`config.mk`:
```
export PLATFORM = sky130hd
export DESIGN_NAME = ring_recv_unit
export DESIGN_NICKNAME = d
export VERILOG_FILES = /design/src/rtl/ring_recv_unit.sv
export SDC_FILE = /design/constraint.sdc
export NUM_CORES = 1
export LEC_CHECK = 0
export ABC_AREA = 1
export CAP_MARGIN = 20
export CORE_MARGIN = 5
export CORE_UTILIZATION = 40
export DETAILED_ROUTE_END_ITERATION = 7
export PLACE_DENSITY = 0.69
export RECOVER_POWER = 100
export SKIP_LAST_GASP = 1
export SLEW_MARGIN = 20
export SYNTH_ARGS = -nofsm -noshare
export SYNTH_HDL_FRONTEND = slang
export SYNTH_SLANG_ARGS = --single-unit
```
`constraint.sdc`:
```
create_clock -name clk -period 6.35 [get_ports clk]
set_clock_uncertainty 0.1 [all_clocks]
set_input_delay 1.27 -clock clk [delete_from_list [all_inputs] [get_ports clk]]
set_output_delay 1.27 -clock clk [all_outputs]
set_load 0.05 [all_outputs]
```
`src/rtl/ring_recv_unit.sv`:
```
// ring_recv_unit: receive end of one ring link.
// Messages whose destination field matches this node are ejected into a small
// FIFO toward the local terminal; all others pass through a one-entry
// pipelined forward register toward the downstream link. Every stored entry
// carries its security-domain bit next to the data it labels.

`ifndef RING_ASSERT_KNOWN
`define RING_ASSERT_KNOWN(name, sig, clk, rst_n) \
  name: assert property (@(posedge clk) disable iff (!(rst_n)) !$isunknown(sig))
`endif

module ring_recv_unit #(
  parameter int p_msg_nbits   = 32,
  parameter int p_dest_nbits  = 2,
  parameter int p_node_id     = 0,
  parameter int p_eject_depth = 2
) (
  input  logic                               clk,
  input  logic                               reset,
  input  logic                               in_val,
  output logic                               in_rdy,
  input  logic [p_msg_nbits-1:0]             in_msg,
  input  logic                               in_domain,
  output logic                               fwd_val,
  input  logic                               fwd_rdy,
  output logic [p_msg_nbits-1:0]             fwd_msg,
  output logic                               fwd_domain,
  output logic                               ej_val,
  input  logic                               ej_rdy,
  output logic [p_msg_nbits-1:0]             ej_msg,
  output logic                               ej_domain,
  output logic [$clog2(p_eject_depth):0]     ej_count
);

  localparam int c_ptr_nbits = $clog2(p_eject_depth);
  localparam int c_cnt_nbits = c_ptr_nbits + 1;

  logic [p_dest_nbits-1:0] dest;
  logic                    hit;
  logic                    ej_full;
  logic                    in_xfer;
  logic                    ej_wr;
  logic                    ej_rd;
  logic                    fwd_ld;
  logic                    fwd_xfer;

  logic [c_ptr_nbits-1:0]  wr_ptr;
  logic [c_ptr_nbits-1:0]  rd_ptr;
  logic [p_msg_nbits:0]    ej_mem [p_eject_depth];

  // Destination decode and handshake qualification; a message is steered to
  // exactly one path because ej_wr and fwd_ld are split on hit.
  always_comb begin
    dest     = in_msg[p_msg_nbits-1 -: p_dest_nbits];
    hit      = (dest == p_dest_nbits'(p_node_id));
    ej_full  = (ej_count == c_cnt_nbits'(p_eject_depth));
    in_rdy   = hit ? !ej_full : (!fwd_val || fwd_rdy);
    in_xfer  = in_val && in_rdy;
    ej_wr    = in_xfer && hit;
    fwd_ld   = in_xfer && !hit;
    fwd_xfer = fwd_val && fwd_rdy;
    ej_rd    = ej_val && ej_rdy;
  end

  // Forward register valid bit: a new load wins over a drain so the link
  // sustains one message per cycle.
  always_ff @(posedge clk or negedge reset) begin
    if (!reset) begin
      fwd_val <= 1'b0;
    end else if (fwd_ld) begin
      fwd_val <= 1'b1;
    end else if (fwd_xfer) begin
      fwd_val <= 1'b0;
    end
  end

  // Forward payload and domain are data-only registers, meaningful only
  // while fwd_val is high.
  always_ff @(posedge clk) begin
    if (fwd_ld) begin
      fwd_msg    <= in_msg;
      fwd_domain <= in_domain;
    end
  end

  // Eject FIFO pointers and occupancy; pointers wrap naturally because the
  // depth is a power of two.
  always_ff @(posedge clk or negedge reset) begin
    if (!reset) begin
      wr_ptr   <= '0;
      rd_ptr   <= '0;
      ej_count <= '0;
    end else begin
      if (ej_wr) begin
        wr_ptr <= wr_ptr + c_ptr_nbits'(1);
      end
      if (ej_rd) begin
        rd_ptr <= rd_ptr + c_ptr_nbits'(1);
      end
      case ({ej_wr, ej_rd})
        2'b10:   ej_count <= ej_count + c_cnt_nbits'(1);
        2'b01:   ej_count <= ej_count - c_cnt_nbits'(1);
        default: ej_count <= ej_count;
      endcase
    end
  end

  // Eject FIFO storage keeps the domain bit in the top position of each entry.
  always_ff @(posedge clk) begin
    if (ej_wr) begin
      ej_mem[wr_ptr] <= {in_domain, in_msg};
    end
  end

  // Head of the FIFO drives the terminal side directly from registers.
  always_comb begin
    ej_val    = (ej_count != '0);
    ej_msg    = ej_mem[rd_ptr][p_msg_nbits-1:0];
    ej_domain = ej_mem[rd_ptr][p_msg_nbits];
  end

  `RING_ASSERT_KNOWN(a_in_val_known, in_val, clk, reset);

  a_no_overflow: assert property (@(posedge clk) disable iff (!reset)
    !(ej_wr && ej_full));

  a_no_underflow: assert property (@(posedge clk) disable iff (!reset)
    !(ej_rd && (ej_count == '0)));

endmodule

```
==> flow_metrics.tcl <==
set metrics [dict create \
    cap_violations 2 \
    grt_use_met3 0.0530 \
    setup_viol 0 \
    cts_tree "built" \
    numClockSinks 104 \
    grt_pass1_wl_um 11800 \
    place_area_mm2 0.00493 \
    diodes 0 \
    die_area_mm2 0.0114 \
    ctsHoldBuffers 0 \
    grt_max_degree 35 \
    fmax_mhz 218 \
    path_clk_slew_ps 100 \
    top_usage_layer "met2" \
    finalWirelength_um 7370 \
    vdd_ir_drop_max_mv 0.179 \
    post_cts_buffers 0 \
    met2_usage 0.250 \
    gp_congestion 0.719 \
    synth.avg_cell_area_um2 15.2 \
    fin_cells 476 \
    violations "max-capacitance violations, max-slew violations" \
    critPathMaxFanout 33 \
    grt_pass1_vias 2339 \
    hold_slack_ps 385 \
    ant_nets 0 \
    synth_fp_nets 285 \
    p_total_mw 2.08 \
    min_path_type "flop to flop" \
    cp.required_ps 6160 \
    p_leak_nw 1.94 \
    wire_per_inst_um 15.5 \
    synth_warnings 0 \
    power_density_mw_per_mm2 408 \
    yosys-top-cells-area "edfxtp_1 79%, nand2_1 10%, dfrtp_1 3.3%, nand2_2 2.2%, buf_6 1.2%" \
    tns_ps 0 \
    fin_util 0.554 \
    drc 0 \
    fp.dieH_um 107 \
    fin_crit_ps 4600 \
    synth_top_area_frac 0.793 \
    drtIter0Drc 82 \
    cts_buffers 9 \
    cts.path.max_buffers 2 \
    crit_arrival_ps 4400 \
    synth_seq_area_share 0.826 \
    io_buffers 108 \
    postSynthCellCount 246 \
    clk_latency_ps 350 \
    root_buffer "clkbuf_8" \
    vias 2183 \
    start_util 0.408 \
    dp_slack_ps 1980 \
    dp_cells 460 \
    finalNetCount 399 \
    finalHoldViolCount 0 \
    maxSlewViolCount 68 \
    criticalPathCategory "input pin to flop" \
    overflow 0 \
    crit_path_end_kind "flop" \
    htree_levels 3 \
    worst_pin_slew_ps 2910 \
    startpoint_type "input pin" \
    yosysUniqueCellTypes 18 \
    via_per_inst 4.59 \
    grt_util_met1 0.143 \
    setup_slack_ps 1750 \
    rsz0062_at_grt "no" \
    place_hpwl_um 4990 \
    fp-row-count 35 \
    status "finished, violations left" \
    synth_area_mm2 0.00375 \
    cts_resized 0 \
    antenna_found_initial 0 \
    core_mm2 0.00920 \
    ioPinCount 109 \
    drtPass1Iterations 4 \
    slew_headroom -0.950 \
    fin_area_mm2 0.00510 \
    grt.total_usage 0.135 \
    drive_above_1_share 0.0877 \
    area_growth_pct 35.9 \
    synth-seq-cells 104 \
    die-width_um 107 \
    synth_top_cell_by_area "edfxtp_1" \
    period_share 0.724 \
]
==> layout by cell type, fill, tap and decap left out, drive strengths merged <==
master and count:
nand3 2, clkinvlp 2, clkbuf 11, nand2 114, xnor2 1, edfxtp 99, dlygate4sd3 105, o21ai 2
clkdlybuf4s50 3, nor2 3, clkinv 2, ha 1, dfrtp 5, nand4 2, inv 12, bufinv 1
==> cells by family (layout without fill, tap and decap cells) <==
group | count (synthesis) | after routing | synth area share
XOR/XNOR | 1 | 1 | 0.00234
adder cells (fa/ha/maj) | 1 | 1 | 0.00334
buffers and inverters | 17 | 136 | 0.0320
AO/OA/AOI/OAI | 2 | 2 | 0.00267
flip-flops | 104 | 104 | 0.826
AND/OR/NAND/NOR | 121 | 121 | 0.134
==> critical path: stages <==
cell,delay [ps]
dlygate4sd3_1,590
nor2_1,220
nand3_1,170
nor2_1,2140
==> where the power goes <==
part	total (mW)	switching (mW)	internal [mW]
combinational	0.823	0.608	0.215
sequential	0.847	0.0359	0.812
clock	0.408	0.222	0.186
total	2.08	0.866	1.21
==> sequential cells by signal, summed over array words and instances, names as in the netlist <==
| name | cells |
|---|---|
| rd_ptr | 1 |
| ej_count | 2 |
| wr_ptr | 1 |
| fwd_val | 1 |
| fwd_domain | 1 |
| fwd_msg | 32 |
| ej_mem | 66 |
==> area by class of cell <==
| cell class | instances | area [µm²] |
|---|---|---|
| Clock buffer | 9 | 124 |
| Clock inverter | 7 | 78.8 |
| Fill cell | 769 | 4100 |
| Inverter | 10 | 45.0 |
| Multi-Input combinational cell | 125 | 526 |
| Sequential cell | 104 | 3100 |
| Tap cell | 111 | 139 |
| Timing Repair Buffer | 110 | 1090 |
==> synth_stat cells (all sizes together) <==
master	instances
o21ai	2
edfxtp	99
buf	7
xnor2	1
nand4	2
nand2	114
dfrtp	5
inv	10
nor2	3
ha	1
nand3	2
==> routing by layer <==
layer	wire, µm	up-vias
li1	-	1070
met5	0	-
met2	3880	67
met4	56	0
met3	568	5
met1	2860	1041
==> path summary, 6_finish.rpt <==
kind                            slack, ps  cells after the start                     from                      to
min in group asynchronous            1100                      1                    reset     fwd_val$_DFFE_PN0P_
worst max register to register       2950                      4  ej_count[0]$_DFFE_PN0P_  ej_mem[1][1]$_DFFE_PP_
worst max-delay path                 1750                      4               in_msg[31]  ej_mem[1][1]$_DFFE_PP_
max in group asynchronous            4860                      1                    reset      rd_ptr$_DFFE_PN0P_
worst min register to register        380                      2       wr_ptr$_DFFE_PN0N_      wr_ptr$_DFFE_PN0N_
worst min-delay path                  380                      2       wr_ptr$_DFFE_PN0N_      wr_ptr$_DFFE_PN0N_
Note: power is estimated with default switching activity, not from simulation.
